`src/rtl/myminimac_pkg.sv`:
```
// Shared definitions for the myminimac transmit path.
// Contents: FSM state encoding (3 bits), MTU/MINLEN defaults, EOF marker byte,
// and a saturating 11-bit increment helper for the sent-byte counter.
package myminimac_pkg;

   typedef enum logic [2:0] {
      StIdle   = 3'd0,
      StFetch  = 3'd1,
      StUnpack = 3'd2,
      StPad    = 3'd3,
      StLast   = 3'd4
   } tx_state_e;

   localparam logic [10:0] MtuDefault    = 11'd1530;
   localparam logic [6:0]  MinlenDefault = 7'd60;
   localparam logic [7:0]  EofMarker     = 8'h00;

   function automatic logic [10:0] sat_inc11(input logic [10:0] v);
      return (v == 11'h7FF) ? v : v + 11'd1;
   endfunction

endpackage

```
`src/rtl/myminimac_tx_unpack.sv`:
```
// 32-to-8 big-endian word shifter for the transmit path.
// Ports:
//   clk, rst_n  - clock, asynchronous active-low reset
//   load, din   - capture a fetched word and restart at byte 0 ([31:24])
//   shift_en    - a byte is being offered downstream this cycle
//   full        - downstream cannot accept; byte index holds
//   dout        - currently selected byte
//   idx         - current byte index (0 = most significant byte)
module myminimac_tx_unpack (
   input  logic        clk,
   input  logic        rst_n,
   input  logic        load,
   input  logic [31:0] din,
   input  logic        shift_en,
   input  logic        full,
   output logic [7:0]  dout,
   output logic [1:0]  idx
);

   logic [31:0] data_q;
   logic [1:0]  idx_q;

   always_ff @(posedge clk or negedge rst_n) begin
      if (!rst_n) begin
         data_q <= '0;
         idx_q  <= '0;
      end else if (load) begin
         data_q <= din;
         idx_q  <= 2'd0;
      end else if (shift_en && !full) begin
         idx_q <= idx_q + 2'd1;
      end
   end

   always_comb begin
      dout = data_q[31:24];
      unique case (idx_q)
         2'd0: dout = data_q[31:24];
         2'd1: dout = data_q[23:16];
         2'd2: dout = data_q[15:8];
         2'd3: dout = data_q[7:0];
         default: dout = data_q[31:24];
      endcase
   end

   assign idx = idx_q;

endmodule

```
`src/rtl/myminimac_tx.sv`:
```
// Minimal MAC transmit engine: fetches frame words over a Wishbone read master
// and pushes them byte-by-byte (big-endian) into the RMII tx FIFO, ending each
// frame with an EOF marker push.
// Optional feature: define MYMINIMAC_TX_PAD_EN to zero-pad short frames to MINLEN.
// Ports:
//   sys_clk, sys_rst          - clock, asynchronous active-low reset
//   tx_valid/tx_adr/tx_count  - frame descriptor (word address, length in bytes)
//   tx_next, tx_done          - per-word fetch pulse, end-of-frame pulse
//   wbm_*                     - Wishbone read master
//   fifo_we/data/eof/full     - byte push toward the tx FIFO
module myminimac_tx
   import myminimac_pkg::*;
#(
   parameter logic [10:0] MTU    = MtuDefault,
   parameter logic [6:0]  MINLEN = MinlenDefault
) (
   input  logic        sys_clk,
   input  logic        sys_rst,
   input  logic        tx_valid,
   input  logic [29:0] tx_adr,
   input  logic [10:0] tx_count,
   output logic        tx_next,
   output logic        tx_done,
   output logic [31:0] wbm_adr_o,
   output logic        wbm_cyc_o,
   output logic        wbm_stb_o,
   input  logic [31:0] wbm_dat_i,
   input  logic        wbm_ack_i,
   output logic        fifo_we,
   output logic [7:0]  fifo_data,
   output logic        fifo_eof,
   input  logic        fifo_full
);

   tx_state_e   state_q, state_d;
   logic [29:0] adr_q, adr_d;
   logic [10:0] remaining_q, remaining_d;
   logic        armed_q;
   logic        load;
   logic        unpack_en;
   logic [7:0]  unpack_byte;
   logic [1:0]  byte_idx;
`ifdef MYMINIMAC_TX_PAD_EN
   logic [10:0] sent_q, sent_d;
`else
   // MINLEN is inert without padding.
   if (MINLEN == 7'd0) begin : g_minlen_inert
   end
`endif

   myminimac_tx_unpack u_unpack (
      .clk      (sys_clk),
      .rst_n    (sys_rst),
      .load     (load),
      .din      (wbm_dat_i),
      .shift_en (unpack_en),
      .full     (fifo_full),
      .dout     (unpack_byte),
      .idx      (byte_idx)
   );

   assign wbm_adr_o = {adr_q, 2'b00};

   always_comb begin
      state_d     = state_q;
      adr_d       = adr_q;
      remaining_d = remaining_q;
      wbm_cyc_o   = 1'b0;
      wbm_stb_o   = 1'b0;
      fifo_we     = 1'b0;
      fifo_data   = 8'h00;
      fifo_eof    = 1'b0;
      tx_next     = 1'b0;
      tx_done     = 1'b0;
      load        = 1'b0;
      unpack_en   = 1'b0;
`ifdef MYMINIMAC_TX_PAD_EN
      sent_d      = sent_q;
`endif
      unique case (state_q)
         StIdle: begin
            // armed_q keeps the first edge after reset release idle.
            if (armed_q && tx_valid) begin
               if (tx_count == 11'd0) begin
                  state_d = StLast;
               end else begin
                  adr_d       = tx_adr;
                  remaining_d = (tx_count > MTU) ? MTU : tx_count;
`ifdef MYMINIMAC_TX_PAD_EN
                  sent_d      = '0;
`endif
                  state_d     = StFetch;
               end
            end
         end
         StFetch: begin
            wbm_cyc_o = 1'b1;
            wbm_stb_o = 1'b1;
            if (wbm_ack_i) begin
               load    = 1'b1;
               adr_d   = adr_q + 30'd1;
               tx_next = 1'b1;
               state_d = StUnpack;
            end
         end
         StUnpack: begin
            unpack_en = 1'b1;
            fifo_data = unpack_byte;
            if (!fifo_full) begin
               fifo_we     = 1'b1;
               remaining_d = remaining_q - 11'd1;
`ifdef MYMINIMAC_TX_PAD_EN
               sent_d      = sat_inc11(sent_q);
`endif
               if (remaining_q == 11'd1) begin
                  // Any bytes left in the current word are dropped here.
`ifdef MYMINIMAC_TX_PAD_EN
                  state_d = (sent_d < {4'd0, MINLEN}) ? StPad : StLast;
`else
                  state_d = StLast;
`endif
               end else if (byte_idx == 2'd3) begin
                  state_d = StFetch;
               end
            end
         end
`ifdef MYMINIMAC_TX_PAD_EN
         StPad: begin
            if (!fifo_full) begin
               fifo_we = 1'b1;
               sent_d  = sat_inc11(sent_q);
               if (sent_d >= {4'd0, MINLEN}) begin
                  state_d = StLast;
               end
            end
         end
`endif
         StLast: begin
            fifo_data = EofMarker;
            if (!fifo_full) begin
               fifo_we  = 1'b1;
               fifo_eof = 1'b1;
               tx_done  = 1'b1;
               state_d  = StIdle;
            end
         end
         default: state_d = StIdle;
      endcase
   end

   always_ff @(posedge sys_clk or negedge sys_rst) begin
      if (!sys_rst) begin
         state_q     <= StIdle;
         adr_q       <= '0;
         remaining_q <= '0;
         armed_q     <= 1'b0;
`ifdef MYMINIMAC_TX_PAD_EN
         sent_q      <= '0;
`endif
      end else begin
         state_q     <= state_d;
         adr_q       <= adr_d;
         remaining_q <= remaining_d;
         armed_q     <= 1'b1;
`ifdef MYMINIMAC_TX_PAD_EN
         sent_q      <= sent_d;
`endif
      end
   end

endmodule

```
`config.mk`:
```
export PLATFORM = sky130hd
export DESIGN_NAME = myminimac_tx
export DESIGN_NICKNAME = d
export VERILOG_FILES = /design/src/rtl/myminimac_pkg.sv /design/src/rtl/myminimac_tx_unpack.sv /design/src/rtl/myminimac_tx.sv
export SDC_FILE = /design/constraint.sdc
export NUM_CORES = 1
export LEC_CHECK = 0
export ABC_AREA = 1
export CAP_MARGIN = 20
export CELL_PAD_IN_SITES_DETAIL_PLACEMENT = 1
export CELL_PAD_IN_SITES_GLOBAL_PLACEMENT = 1
export CORE_ASPECT_RATIO = 2
export CORE_MARGIN = 2
export CORE_UTILIZATION = 31
export DETAILED_ROUTE_END_ITERATION = 6
export PLACE_DENSITY = 0.83
export SLEW_MARGIN = 5
export SYNTH_ARGS = -nofsm -noshare
export SYNTH_HDL_FRONTEND = slang
export SYNTH_SLANG_ARGS = --single-unit
```
`constraint.sdc`:
```
create_clock -name sys_clk -period 1.65 [get_ports sys_clk]
set_input_delay 0.495 -clock sys_clk [delete_from_list [all_inputs] [get_ports sys_clk]]
set_output_delay 0.495 -clock sys_clk [all_outputs]
set_load 0.01 [all_outputs]
```
==> results of run 1 <==
-- layout by cell type (no fill, tap or decap), types with 6 or more instances in the layout --
cell type        count
a21oi_2              6
buf_12              13
buf_2                9
buf_4               80
buf_6               34
clkbuf_16            9
clkdlybuf4s50_1     65
dfrtp_1             68
dfrtp_2             11
dlygate4sd2_1       39
inv_1               45
inv_2                9
nand2_1            263
nand2_2             63
nand2_4             45
nand3_1             52
nand3_2              7
nand3b_1            13
nor2_1              57
nor2_4              15
o21ai_0             10
o21ai_1             13
o21ai_2             11
or2_2               17
-- metrics by stage --
stage          hold WS [ps]  power, W  worst slack (ps)  std cells  util, %
2_1_floorplan           199   0.00747             -35.2        791        -
3_3_place_gp            455    0.0103              -602       1155     43.1
3_5_place_dp            462    0.0105              -638       1155     43.1
4_1_cts                 192    0.0157              -472       1226     52.2
5_1_grt                 194    0.0186              -641       1232     55.2
6_report                141    0.0177              -609       1232     55.2
-- logic make-up after synthesis --
logic type      count (synthesis)  synth area share, %
simple gates                  546                 44.4
buf+inv                        91                 7.92
compound gates                 59                 6.21
flops                          79                 38.6
fa+ha+maj                       7                 1.71
xor+xnor                        6                 1.03
other cells                     2                0.147
-- worst register-to-register path, cell delays in order, from the launching register on --
cell	delay (ps)
dfrtp_1	420
buf_6	140
buf_6	110
buf_6	130
nor3_4	270
nand2_4	90
buf_6	130
a21oi_4	260
clkinvlp_4	250
nand2_2	120
nand2_1	60
-- area by class of cell --
class	instances	area share [%]
repair buffers	247	27.2
inverters	60	3.07
multi-input cells	621	40.3
clock inverters	6	1.02
well taps	204	2.86
diodes	1	0.0280
repair inverters	4	0.672
clock buffers	10	2.56
flip-flops and latches	79	22.3
-- flip-flops by register name, summed over array words and instances, names as in the netlist --
signal and count:
state_q 3, remaining_q 11, u_unpack.data_q 32, armed_q 1, u_unpack.idx 2, adr_q 30
-- report_power, final --
| group | switching, W | internal (W) |
|---|---|---|
| combinational | 0.00653 | 0.00486 |
| sequential | 0.00115 | 0.00288 |
| clock | 0.000966 | 0.00134 |
-- how the worst max path moves through the flow --
| stage | start | end | cells past startpoint |
|---|---|---|---|
| floorplan | state_q[1] | wbm_stb_o | 4 |
| global placement | u_unpack.idx[0] | fifo_data[7] | 6 |
| detailed placement | u_unpack.idx[1] | fifo_data[5] | 6 |
| CTS | u_unpack.idx[0] | fifo_data[5] | 7 |
| global route | state_q[2] | fifo_data[7] | 6 |
| finish | u_unpack.idx[0] | fifo_data[2] | 6 |
-- per-layer routing --
layer  vias to the layer above  global-route usage, %
li1                       2924                      -
met1                      3324                   28.0
met2                       333                   53.8
met3                       160                   3.56
met4                         0                   17.7
met5                         -                      0
-- timing repair --
item | 4_1_cts | 5_1_grt
gates cloned | 12 | 0
gates resized for setup | 326 | 141
pin swaps | 46 | 42
setup endpoints to repair | 120 | 94
setup buffers | 46 | 18
==> impl_metrics.ini, run 1 <==
[yosys]
synth-seq-area-share_pct = 38.6
syn_area_per_cell_um2 = 6.48
synth_warnings = 0
yosysMostFrequentCell = nand2_1
synthTopCellsByArea = dfrtp_1 39%, nand2_1 27%, nand3_1 5.8%, nor2_1 5.5%, inv_1 4.1%
ys_ff_latch = 79
synth_commonest_cells = 372 x nand2_1, 79 x dfrtp_1, 75 x nor2_1, 59 x nand3_1, 56 x inv_1
ys_types = 32
syn_area_um2 = 5120
synth_edf_count = 0
syn_inst = 790
synth-main-ff-cell = dfrtp_1
synth_top_area_share_pct = 38.6
async_flop_share_pct = 100
yosys.area.top_type = dfrtp_1

[cts]
cts_buffers = 9
cts_root_buffer = clkbuf_16
insertion_delay_ps = 370
cts_tree = done
clk_pin_slew_ps = 90
clock_sinks = 79
max-clock-path-buffers = 2
htreeDepth = 3
hold_buffers = 0

[route]
drt_first_pass_iters = 5
drt-total-wl_mm = 28.7
vias_per_cell = 5.47
drtIter0Drc = 414
wl_per_cell_um = 23.3
postRouteAntennaNets = 0
topRoutingLayerUsed = met4
met2_length_mm = 15.5
drc = 0
wl_met3_mm = 1.24
drt-met1-wl_mm = 9.46
num_vias = 6741

[worst_setup_path]
path_class = reg -> out
cpMaxStageDelayCell = dfrtp_1
crit_path_max_incr_delay_ps = 430
critical_path.top_delay_family = flip-flops
rrSetupSlack_ps = -430
critPathRequiredTime_ps = 1150
worst_setup_path_start_kind = register
path_cells = inv_2 > buf_6 > ha_4 > a21oi_1 > a31oi_1 > buf_2
crit_arrival_ps = 1760
r2r_cells = 10
critPathCaptureType = primary output
r2r-start = state_q[2]
cp_num_buf_inv = 3
rr_endpoint = remaining_q[3]
path_max_fanout = 8

[sta]
hold_violations = 0
clock_skew_ps = 22.8
period_needed_ps = 2260
rsz0062_at_grt = yes
setup_ws_ps = -609
fmax_mhz = 443
tightest_slew_ps = 505
fin_crit_sh_pct = 137
drv_slew = 0
final.setup.tns_ps = -30980
slew_headroom_pct = 66.3
finalSetupViolations = 93

[floorplan]
die_w_um = 94.9
start_util_pct = 31.6
fp-row-count = 66
design.core.area_um2 = 16200
fp.dieH_um = 186
pin_count = 124
die-area_um2 = 17600

[min_path]
hp-class = in -> async

[placed_design]
numPortBuffers = 121
dp_hpwl_mm = 13.7
placed_area_um2 = 6970
gp_congestion = 0.842

[flow_run]
drv_cap = 0

[global_route]
grt_pass1_wl_mm = 37.7
grt_start_max_net_pins = 80
antenna_found_initial = 1
track_usage_pct = 28.3
first_global_vias = 7121
grt_overflow_total = 0

[final_layout]
multi_input_area_um2 = 3610
final_nets = 1107
drive_gt1_share_pct = 36.3
regArea_um2 = 1990
syn_to_final_growth_pct = 74.7
fin_area_um2 = 8940
fillers = 1970

[power_and_ir_drop]
peakVddDrop_uv = 1290
power.density_nw_per_um2 = 1980
total_leakage_power_nw = 4.34

[outcome]
status = finished with violations
violations = negative setup slack
Power figures use the tool's default switching activity.
==> inputs of run 2 (changes only) <==
- CORE_UTILIZATION: 31 -> 35
- PLACE_DENSITY: 0.83 -> 0.88
- clock period: 1.65 -> 2.55 ns (I/O delays scaled with it)
==> run 2 against run 1 <==
  * The flow now finishes without violations
  * Non-clock buffer count shrank 98
  * Routed wire length down 37%
  * Core utilization is 7.0 points lower
  * Hold slack improved by 180 ps
  * First-iteration DRC count down 58%
  * Power fell by 55%
  * Sequential power decreased by 37%
  * Setup slack improved by 670 ps
  * Cell count down 9.4%
  * Clock power is 42% lower
  * Clock skew fell by 9.9 ps
  * Critical path depth fell by 2
  * Largest power group unchanged
==> impl_metrics.ini, run 2 (synthesis gave the netlist of run 1 again) <==
[worst_setup_path]
critPathCaptureType = primary output
r2r-start = state_q[0]
r2r_cells = 14
rr_endpoint = adr_q[26]
crit_arrival_ps = 1730
rrSetupSlack_ps = 490
path_depth = 4
cpMaxStageDelayCell = clkdlybuf4s50_1
critPathRequiredTime_ps = 1790
path_cells = clkdlybuf4s50_1 > inv_1 > nor2_8 > dlygate4sd2_1
crit_path_max_incr_delay_ps = 460
critical_path.top_delay_family = buffers and inverters
cp_num_buf_inv = 3
worst_setup_path_start_kind = primary input
path_class = in -> out
path_max_fanout = 2

[final_layout]
diodes = 0
syn_to_final_growth_pct = 35.2
largest_reg_flops = 32
fin_util_pct = 48.2
drive_gt1_share_pct = 9.09
top_register = u_unpack.data_q
final_nets = 1005
largest_registers = u_unpack.data_q (32), adr_q (30), remaining_q (11)
mostFrequentLayoutCells = 372 x nand2_1, 106 x clkdlybuf4s50_1, 79 x dfrtp_1
final_common_cell = nand2_1

[floorplan]
die_w_um = 89.5
fp.dieH_um = 175
die-area_um2 = 15700
start_util_pct = 35.7
design.core.area_um2 = 14400
fp-row-count = 62
pin_count = 124

[route]
wl_per_cell_um = 16.1
num_vias = 5616
drtIter0Drc = 174
drc = 0
drt-total-wl_mm = 18.0
vias_per_cell = 5.03
postRouteAntennaNets = 0
drt_first_pass_iters = 6

[cts]
cts_root_buffer = clkbuf_16
insertion_delay_ps = 350
clock_sinks = 79
htreeDepth = 3
cts_buffers = 9
cts_tree = done
max-clock-path-buffers = 2
clk_pin_slew_ps = 60

[sta]
clock_skew_ps = 12.9
setup_ws_ps = 58.4
period_needed_ps = 2490
fin_crit_sh_pct = 97.7
fmax_mhz = 401
drv_slew = 0
finalSetupViolations = 0
rsz0062_at_grt = no
hold_violations = 0

[power_and_ir_drop]
total_leakage_power_nw = 3.39
power.density_nw_per_um2 = 1140
peakVddDrop_uv = 489

[global_route]
grt_start_max_net_pins = 37
grt_pass1_wl_mm = 29.2
antenna_found_initial = 0
first_global_vias = 6113
track_usage_pct = 24.2
grt_overflow_total = 0

[placed_design]
dp_slack_ps = -214
dp_hpwl_mm = 13.8
numPortBuffers = 121
gp_congestion = 0.871

[outcome]
status = completed

[flow_run]
drv_cap = 0

[min_path]
hp-class = in -> async
run 2: cell count changes in the layout (fill, tap and decap cells not counted), sizes merged, moves of 4 or more:
cell | before | now
clkdlybuf4s50 | 65 | 106
buf | 141 | 32
dlygate4sd2 | 39 | 7
inv | 66 | 60
clkbuf | 11 | 15
run 2: cell type report:
| cell class | count | area, um2 |
|---|---|---|
| Inverter | 60 | 230 |
| Clock inverter | 3 | 42.5 |
| Tap cell | 192 | 240 |
| Timing Repair Buffer | 149 | 1420 |
| Clock buffer | 12 | 256 |
| Multi-Input combinational cell | 621 | 2750 |
| Sequential cell | 79 | 1980 |
| Fill cell | 1884 | 7430 |
run 2: worst max path at each step:
stage	start	endpoint
after global placement	wbm_ack_i	tx_next
after detailed placement	wbm_ack_i	tx_next
after global routing	u_unpack.idx[1]	fifo_data[3]
final	wbm_ack_i	tx_next
after floorplan	state_q[2]	fifo_data[0]
after CTS	u_unpack.idx[0]	fifo_data[6]
run 2: what timing repair did:
action,CTS,global route
gates resized for setup,32,12
gates cloned,0,0
setup endpoints to repair,14,9
buffers inserted,6,2
hold buffers,0,0
pin swaps,3,1
run 2: where the power goes:
part / switching, W / internal, W
Sequential: 0.000674 / 0.00185
Combinational: 0.00234 / 0.00169
Clock: 0.000539 / 0.000806
Total: 0.00355 / 0.00435
run 2: metrics by stage:
stage / instances / hold slack, ps / power (W) / TNS [ps] / area (um2)
after floorplan: 791 / 437 / 0.00478 / 0 / 5120
after detailed placement: 1093 / 461 / 0.00649 / -613 / 6580
after CTS: 1114 / 324 / 0.00796 / -47.6 / 6920
final: 1116 / 320 / 0.00790 / 0 / 6920
after global placement: 1093 / 453 / 0.00631 / -485 / 6580
after global routing: 1116 / 341 / 0.00854 / 0 / 6920
run 2: routing by layer:
| layer | part of all wire, % | GRT usage (%) |
|---|---|---|
| met5 | 0 | 0 |
| met4 | 4.4 | 11.9 |
| met3 | 3.2 | 4.06 |
| met2 | 58 | 46.9 |
| met1 | 34 | 22.9 |
run 2: worst reg2reg max path: stages, from the launching register on:
cell	delay, ps
dfrtp_1	380
buf_4	150
inv_2	60
nor3_4	40
buf_4	140
buf_6	120
buf_4	140
buf_4	130
buf_4	140
buf_4	180
or2_2	280
inv_1	60
nor2_1	40
nand2_1	50
nand2_1	40
